==> src/rtl/shacc_seq.sv <==
// Sequencer for the shifter-accumulator in bit-serial MAC mode. For one output it walks the
// weight bit-planes from MSB to LSB and every tile within each plane. It drives the accumulator
// controls and the operand-fetch indices, and flags when the accumulator holds the dot product.
module shacc_seq #(
  parameter int unsigned PW = 4,
  parameter int unsigned TW = 8
) (
  input  logic          clk_i,
  input  logic          rst_i,
  input  logic          start_i,
  input  logic [PW-1:0] cfg_prec_i,
  input  logic [TW-1:0] cfg_tiles_i,
  input  logic          cfg_signed_i,
  input  logic          stall_i,
  input  logic          abort_i,
  output logic          busy_o,
  output logic          done_o,
  output logic          out_valid_o,
  output logic          clr_o,
  output logic          load_o,
  output logic          acc_o,
  output logic          sh_o,
  output logic          neg_o,
  output logic [PW-1:0] bit_idx_o,
  output logic [TW-1:0] tile_idx_o
);

  typedef enum logic [1:0] {StIdle, StRun, StDone} state_e;

  state_e        state_q, state_d;
  logic [PW-1:0] prec_q, prec_d;
  logic [TW-1:0] tiles_q, tiles_d;
  logic          signed_q, signed_d;
  logic [PW-1:0] bit_q, bit_d;
  logic [TW-1:0] tile_q, tile_d;

  logic          run;
  logic          beat;
  logic          first_beat;
  logic          plane_end;
  logic          last_beat;
  logic [PW-1:0] prec_eff;
  logic [TW-1:0] tiles_eff;

  // Shared decode of the registered counters; a zero config means one plane / one tile.
  always_comb begin
    run        = (state_q == StRun);
    beat       = run && !stall_i && !abort_i;
    first_beat = (bit_q == prec_q - PW'(1)) && (tile_q == '0);
    plane_end  = (tile_q == tiles_q - TW'(1));
    last_beat  = (bit_q == '0) && plane_end;
    prec_eff   = (cfg_prec_i == '0) ? PW'(1) : cfg_prec_i;
    tiles_eff  = (cfg_tiles_i == '0) ? TW'(1) : cfg_tiles_i;
  end

  // Next-state: start acceptance, counter advance on beats, abort back to idle.
  always_comb begin
    state_d  = state_q;
    prec_d   = prec_q;
    tiles_d  = tiles_q;
    signed_d = signed_q;
    bit_d    = bit_q;
    tile_d   = tile_q;
    unique case (state_q)
      StIdle, StDone: begin
        if (state_q == StDone) begin
          state_d = StIdle;
        end
        if (start_i) begin
          state_d  = StRun;
          prec_d   = prec_eff;
          tiles_d  = tiles_eff;
          signed_d = cfg_signed_i;
          bit_d    = prec_eff - PW'(1);
          tile_d   = '0;
        end
      end
      StRun: begin
        if (abort_i) begin
          state_d = StIdle;
        end else if (beat) begin
          if (last_beat) begin
            // Counters hold on the final beat so they never underflow.
            state_d = StDone;
          end else if (plane_end) begin
            tile_d = '0;
            bit_d  = bit_q - PW'(1);
          end else begin
            tile_d = tile_q + TW'(1);
          end
        end
      end
      default: state_d = StIdle;
    endcase
  end

  // Accumulator control decode; load/acc/sh only on beats, neg stays up through stalls.
  always_comb begin
    busy_o      = run;
    done_o      = (state_q == StDone);
    out_valid_o = (state_q == StDone);
    clr_o       = run && abort_i;
    load_o      = beat && first_beat;
    acc_o       = beat && !first_beat;
    sh_o        = beat && !first_beat && (tile_q == '0);
    neg_o       = run && signed_q && (bit_q == prec_q - PW'(1));
    bit_idx_o   = bit_q;
    tile_idx_o  = tile_q;
  end

  // State and counter registers.
  always_ff @(posedge clk_i or posedge rst_i) begin
    if (rst_i) begin
      state_q  <= StIdle;
      prec_q   <= '0;
      tiles_q  <= '0;
      signed_q <= 1'b0;
      bit_q    <= '0;
      tile_q   <= '0;
    end else begin
      state_q  <= state_d;
      prec_q   <= prec_d;
      tiles_q  <= tiles_d;
      signed_q <= signed_d;
      bit_q    <= bit_d;
      tile_q   <= tile_d;
    end
  end

endmodule
==> config.mk <==
export PLATFORM = sky130hd
export DESIGN_NAME = shacc_seq
export DESIGN_NICKNAME = d
export VERILOG_FILES = /design/src/rtl/shacc_seq.sv
export SDC_FILE = /design/constraint.sdc
export NUM_CORES = 1
export LEC_CHECK = 0
export ABC_AREA = 1
export ABC_CLOCK_PERIOD_IN_PS = 1700
export BUFFER_PORTS_ARGS = -buffer_cell sky130_fd_sc_hd__buf_2
export CAP_MARGIN = 20
export CORE_ASPECT_RATIO = 0.5
export CORE_MARGIN = 5
export CORE_UTILIZATION = 30
export DETAILED_ROUTE_END_ITERATION = 8
export GPL_TIMING_DRIVEN = 0
export HOLD_SLACK_MARGIN = 0.06
export PLACE_DENSITY = 0.51
export RECOVER_POWER = 100
export SLEW_MARGIN = 20
export SYNTH_ARGS = -nofsm -noshare
export SYNTH_HDL_FRONTEND = slang
export SYNTH_SLANG_ARGS = --single-unit
==> constraint.sdc <==
create_clock -name clk_i -period 1.7 [get_ports clk_i]
set_clock_uncertainty 0.05 [all_clocks]
set_input_delay 0.085 -clock clk_i [delete_from_list [all_inputs] [get_ports clk_i]]
set_output_delay 0.085 -clock clk_i [all_outputs]
set_load 0.02 [all_outputs]
==> results of run 1 <==
-- power groups by stage --
stage	sequential, mW	combinational (mW)	clock [mW]
floorplan	1.01	0.801	0
global placement	0.985	1.13	0
detailed placement	0.987	1.15	0
CTS	0.946	1.51	0.558
global route	0.973	1.73	0.587
finish	0.950	1.55	0.548
-- cell usage in the layout (no fill, tap or decap), types with 3 or more instances in the layout --
| cell | count |
|---|---|
| nand2_1 | 57 |
| inv_1 | 31 |
| buf_2 | 28 |
| dfrtp_1 | 24 |
| buf_4 | 21 |
| nor2_1 | 19 |
| nand2_2 | 15 |
| o21ai_0 | 14 |
| nand4_1 | 14 |
| inv_2 | 13 |
| nand3_1 | 11 |
| dlygate4sd3_1 | 11 |
| xor2_1 | 8 |
| o21ai_2 | 8 |
| clkbuf_1 | 8 |
| xnor2_1 | 5 |
| nand2_4 | 5 |
| buf_12 | 4 |
| nor2_2 | 3 |
| a21oi_1 | 3 |
| ha_4 | 3 |
| clkbuf_16 | 3 |
| buf_6 | 3 |
| dfrtp_2 | 3 |
-- worst register-to-register path: cells and delay by family (launching register included) --
kind / cells / cell delay, ns
and+or+nand+nor: 7 / 0.79
DFF: 1 / 0.36
buffers and inverters: 3 / 0.28
adders and majority gates: 1 / 0.26
xor gates and xnor gates: 1 / 0.14
AOI/OAI and AO/OA: 1 / 0.06
-- cell type report --
type / instances / area, um2
plain buffers: 7 / 55.1
clock buffers: 3 / 75.1
clock inverters: 1 / 5.00
fillers: 646 / 3380
inverters: 44 / 165
multi-input cells: 188 / 1190
flip-flops and latches: 27 / 679
well taps: 88 / 110
repair buffers: 68 / 497
-- timing repair --
| action | CTS | global route |
|---|---|---|
| hold buffers | 10 | 1 |
| hold endpoints to repair | 10 | 27 |
| buffers inserted | 19 | 2 |
| setup endpoints to repair | 18 | 18 |
| resized for setup | 31 | 20 |
| pin swaps | 17 | 16 |
| gates cloned | 1 | 0 |
-- per-stage QoR --
stage	hold slack [ns]	cell area [um2]	setup WS, ns	util, %
final	0.0591	2780	-0.306	45.1
after global routing	0.0629	2780	-0.448	45.1
after CTS	0.0645	2740	-0.294	44.4
after detailed placement	0.234	2240	-0.339	36.4
after global placement	0.233	2240	-0.316	36.4
after floorplan	0.0877	1950	-0.0956	-
-- flip-flops by register name, indices dropped and copies added (netlist names) --
register / cells
state_q: 2
signed_q: 1
tiles_q: 8
prec_q: 4
tile_idx_o: 8
bit_idx_o: 4
-- cell families after synthesis --
kind of cell	share of synthesized area, %
buffers and inverters	11.4
adders and majority gates	3.24
DFF	35.0
muxes	1.17
and+or+nand+nor	34.3
AOI/OAI and AO/OA	8.05
xor gates and xnor gates	6.81
-- path summary, 6_finish.rpt --
check	startpoint	to	slack, ns	cells past startpoint
worst min register to register	signed_q$_DFFE_PP0P_	signed_q$_DFFE_PP0P_	0.47	1
min in group asynchronous	rst_i	bit_idx_o[0]$_DFFE_PP0P_	0.58	3
worst max register to register	tiles_q[0]$_DFFE_PP0P_	tile_idx_o[5]$_DFFE_PP0P_	-0.31	13
worst max-delay path	tiles_q[0]$_DFFE_PP0P_	tile_idx_o[5]$_DFFE_PP0P_	-0.31	13
max in group asynchronous	rst_i	tile_idx_o[0]$_DFFE_PP0P_	0.31	3
worst min-delay path	cfg_tiles_i[4]	tiles_q[4]$_DFFE_PP0P_	0.06	3
-- metal layers --
| layer | wire [um] | up-vias |
|---|---|---|
| li1 | - | 992 |
| met1 | 2630 | 914 |
| met2 | 2560 | 26 |
| met3 | 147 | 4 |
| met4 | 40 | 0 |
| met5 | 0 | - |
==> flow_metrics.env, run 1 <==
export IMPL_status="complete, but fails checks"
export IMPL_violations="negative setup slack"
export IMPL_synth_async_reset_ratio_pct=100
export IMPL_num_vias=1936
export IMPL_synth_fp_nets=289
export IMPL_numClockSinks=27
export IMPL_final_layout_size_suffix_gt1_share_pct=36.4
export IMPL_syn_area_um2=1930
export IMPL_drv_slew=0
export IMPL_dpl_cell_count=391
export IMPL_slowest_stage="dfrtp_1"
export IMPL_ir_worst_vdd_mv=0.486
export IMPL_startpoint_type="flip-flop"
export IMPL_cts_buffers_inserted=3
export IMPL_clockBufferDepth=2
export IMPL_combPwrFrac_pct=50.8
export IMPL_p_leak_nw=1.39
export IMPL_max_stage_delay_ns=0.36
export IMPL_insertion_delay_ns=0.26
export IMPL_clockRootBuffer="clkbuf_16"
export IMPL_grt_max_degree=28
export IMPL_yosysMostFrequentCell="nand2_1"
export IMPL_antenna_found_initial=0
export IMPL_htreeDepth=1
export IMPL_drc=0
export IMPL_grt_pass1_vias=1946
export IMPL_worstMarginPinSlew_ns=1.07
export IMPL_internal_power_mw=1.79
export IMPL_die_h_um=66.7
export IMPL_cp_max_fo=4
export IMPL_fin_tns_setup_ns=-3.41
export IMPL_pwr_share_seq_pct=31.2
export IMPL_detail_route_wl_per_cell_um=12.6
export IMPL_min_period_ns=2.01
export IMPL_wl_um=5370
export IMPL_final_cells=426
export IMPL_period_share_pct=118
export IMPL_start_util_pct=31.3
export IMPL_rsz0062_at_grt="yes"
export IMPL_drtPass1Iterations=4
export IMPL_switching_share_pct=41.4
export IMPL_crit_type="reg -> reg"
export IMPL_die_area_um2=8230
export IMPL_fmax_ghz=0.499
export IMPL_grt_ovfl_total=0
export IMPL_top_usage_layer="met2"
export IMPL_crit_family="simple AND/OR/NAND/NOR gates"
export IMPL_power_mw=3.04
export IMPL_setup_slack_ns=-0.306
export IMPL_core_area_um2=6160
export IMPL_hold_path_class="in -> reg"
export IMPL_arrival_ns=2.15
export IMPL_drt_initial_drc_count=60
export IMPL_place_hpwl_um=3800
export IMPL_grt_use_met3_pct=2.63
export IMPL_power_share_clock_pct=18.0
export IMPL_grt_pass1_wl_um=9070
export IMPL_yosysUniqueCellTypes=31
export IMPL_numPortBuffers=37
export IMPL_cp_data_required_time_ns=1.84
export IMPL_synth_edf_count=0
export IMPL_cts_tree="done"
export IMPL_synth_area_per_cell_um2=7.25
export IMPL_grtUsageMet1_pct=17.9
export IMPL_setup_viol=16
export IMPL_ys_seq_area_share_pct=35.0
export IMPL_area_growth_pct=44.1
export IMPL_yosys_top_cells_count="nand2_1 (65), inv_1 (39), dfrtp_1 (27)"
export IMPL_ios=38
export IMPL_synth_ff_type="dfrtp_1"
export IMPL_yosys_register_bits=27
export IMPL_yosys_top_cells_area="dfrtp_1 (35%), nand2_1 (13%), inv_1 (7.6%)"
export IMPL_cp_end_kind="flip-flop"
export IMPL_ys_warnings_count=0
export IMPL_p_sw_mw=1.26
export IMPL_slew_headroom_pct=28.9
export IMPL_fin_nets=362
export IMPL_via_per_inst=4.54
export IMPL_synth_cells=266
export IMPL_yosys_area_top_type="dfrtp_1"
export IMPL_netlist_area_leader_share_pct=35.0
export IMPL_final_antenna_net_count=0
export IMPL_rows=20
export IMPL_hold_violations=0
export IMPL_antenna_cells=0
export IMPL_gp_congestion=0.837
export IMPL_powerDensity_nw_per_um2=1100
export IMPL_path_cells="inv_2 > ha_4 > xor2_1 > nand2_1 > nor2_1 > nand2_1 > nor2_4 > nand4_4 > nand2_4 > buf_12 > buf_12 > nand2_2 > o21ai_2"
export IMPL_clkTransAtPathRegs_ns=0.07
export IMPL_drv_cap=0
export IMPL_path_buf_inv=3
export IMPL_die_x_um=123
export IMPL_grt_usage_pct=14.1
export IMPL_use_met2_pct=25.1
(Power assumes the default switching activity.)
==> run 2: changes to the inputs <==
--- a/config.mk
+++ b/config.mk
@@ -7,7 +7,7 @@
 export LEC_CHECK = 0
 export ABC_AREA = 1
 export ABC_CLOCK_PERIOD_IN_PS = 1700
-export BUFFER_PORTS_ARGS = -buffer_cell sky130_fd_sc_hd__buf_2
+export BUFFER_PORTS_ARGS = -buffer_cell sky130_fd_sc_hd__buf_4
 export CAP_MARGIN = 20
 export CORE_ASPECT_RATIO = 0.5
 export CORE_MARGIN = 5
==> flow_metrics.env, run 2 (same netlist as run 1, synthesis figures left out) <==
export IMPL_core_area_um2=6160
export IMPL_antenna_cells=0
export IMPL_clkTransAtPathRegs_ns=0.07
export IMPL_grt_pass1_wl_um=9220
export IMPL_final_antenna_net_count=0
export IMPL_fin_tns_setup_ns=-3.80
export IMPL_reg2reg_depth=12
export IMPL_cp_data_required_time_ns=1.83
export IMPL_num_vias=1933
export IMPL_r2r_end="tile_idx_o[0]$_DFFE_PP0P_"
export IMPL_fin_nets=361
export IMPL_mostFrequentLayoutCell="nand2_1"
export IMPL_htreeDepth=1
export IMPL_place_area_um2=2330
export IMPL_final_cell_area_um2=2770
export IMPL_grt_pass1_vias=1902
export IMPL_setup_viol=17
export IMPL_hold_path_class="in -> reg"
export IMPL_drt_initial_drc_count=114
export IMPL_place_hpwl_um=3900
export IMPL_hold_violations=0
export IMPL_powerDensity_nw_per_um2=1080
export IMPL_most_common_layout_cells="nand2_1 (61), buf_4 (47), inv_1 (34)"
export IMPL_startpoint="tiles_q[1]$_DFFE_PP0P_"
export IMPL_wl_um=5330
export IMPL_final_layout_size_suffix_gt1_share_pct=33.2
export IMPL_reg2reg_slack_ns=-0.28
export IMPL_setup_slack_ns=-0.284
export IMPL_ir_worst_vdd_mv=0.473
export IMPL_detail_route_wl_per_cell_um=12.5
export IMPL_gp_congestion=0.839
export IMPL_crit_end="tile_idx_o[0]$_DFFE_PP0P_"
export IMPL_cts_tree="done"
export IMPL_via_per_inst=4.55
export IMPL_drtPass1Iterations=4
export IMPL_grt_usage_pct=14.3
export IMPL_clockBufferDepth=2
export IMPL_grt_ovfl_total=0
export IMPL_die_x_um=123
export IMPL_fmax_ghz=0.504
export IMPL_area_growth_pct=43.9
export IMPL_insertion_delay_ns=0.26
export IMPL_place_ws_ns=-0.352
export IMPL_cp_end_kind="flip-flop"
export IMPL_drc=0
export IMPL_violations="negative setup slack"
export IMPL_slew_headroom_pct=28.4
export IMPL_ios=38
export IMPL_worstMarginPinSlew_ns=1.07
export IMPL_cts_buffers_inserted=3
export IMPL_start_util_pct=31.3
export IMPL_arrival_ns=2.12
export IMPL_rows=20
export IMPL_period_share_pct=117
export IMPL_startpoint_type="flip-flop"
export IMPL_clockRootBuffer="clkbuf_16"
export IMPL_drv_cap=0
export IMPL_antenna_found_initial=0
export IMPL_p_leak_nw=1.37
export IMPL_numClockSinks=27
export IMPL_die_h_um=66.7
export IMPL_die_area_um2=8230
export IMPL_status="complete, but fails checks"
export IMPL_r2r_start="tiles_q[1]$_DFFE_PP0P_"
export IMPL_grt_max_degree=28
export IMPL_crit_type="reg -> reg"
export IMPL_drv_slew=0
export IMPL_rsz0062_at_grt="yes"
export IMPL_worst_hold_path_num_cells=3
export IMPL_min_period_ns=1.98
export IMPL_cp_max_fo=10
export IMPL_utilization_pct=45.1
export IMPL_numPortBuffers=37
[run 2: cell types whose count changed in the layout (fill, tap and decap cells not counted), sizes merged]
cell	delta
buf	-2
clkbuf	+2
clkinv	-1
[run 2: worst min path at each step]
stage,start,to
2_1_floorplan,rst_i,bit_idx_o[0]$_DFFE_PP0P_
3_3_place_gp,stall_i,state_q[1]$_DFFE_PP0P_
3_5_place_dp,stall_i,state_q[1]$_DFFE_PP0P_
4_1_cts,cfg_tiles_i[4],tiles_q[4]$_DFFE_PP0P_
5_1_grt,cfg_tiles_i[4],tiles_q[4]$_DFFE_PP0P_
6_report,cfg_tiles_i[4],tiles_q[4]$_DFFE_PP0P_
[run 2: layout make-up]
| type | instances | area (um2) |
|---|---|---|
| Clock buffer | 4 | 78.8 |
| Timing Repair Buffer | 67 | 544 |
| Multi-Input combinational cell | 188 | 1140 |
| Inverter | 44 | 165 |
| Sequential cell | 27 | 679 |
| Tap cell | 88 | 110 |
| Buffer | 7 | 55.1 |
| Fill cell | 636 | 3380 |
[run 2: per-stage QoR]
stage	hold slack, ns	instances	total power [mW]
after floorplan	0.0877	266	1.81
after global placement	0.219	391	2.17
after detailed placement	0.225	391	2.20
after CTS	0.0624	422	2.98
after global routing	0.0723	425	3.22
final	0.0624	425	2.99
[run 2: repair_timing]
item | 4_1_cts | 5_1_grt
gates resized for setup | 17 | 14
hold buffers | 10 | 1
endpoints found under the hold margin | 10 | 27
setup endpoints to repair | 18 | 18
buffers inserted | 17 | 2
pin swaps | 16 | 14
[run 2: where the power goes]
| part | leakage [nW] | internal [mW] | switching, mW |
|---|---|---|---|
| sequential | 0.336 | 0.781 | 0.166 |
| combinational | 0.997 | 0.661 | 0.841 |
| clock | 0.0382 | 0.321 | 0.221 |
| total | 1.37 | 1.76 | 1.23 |
[run 2: layer usage]
metal / GRT usage (%) / part of all wire [%]
met5: 0 / 0
met4: 3.03 / 1.1
met3: 2.54 / 2.6
met2: 24.0 / 47
met1: 19.3 / 49
[run 2: worst max-delay path, stage by stage, from the launching register on]
cell and delay (ns):
dfrtp_1 0.39, inv_2 0.06, ha_4 0.26, xor2_1 0.14, nand2_1 0.10, nor2_1 0.09
nand2_1 0.09, nor2_4 0.19, nand4_4 0.14, nand2_4 0.15, buf_12 0.14, nand2_2 0.05
o21ai_2 0.05
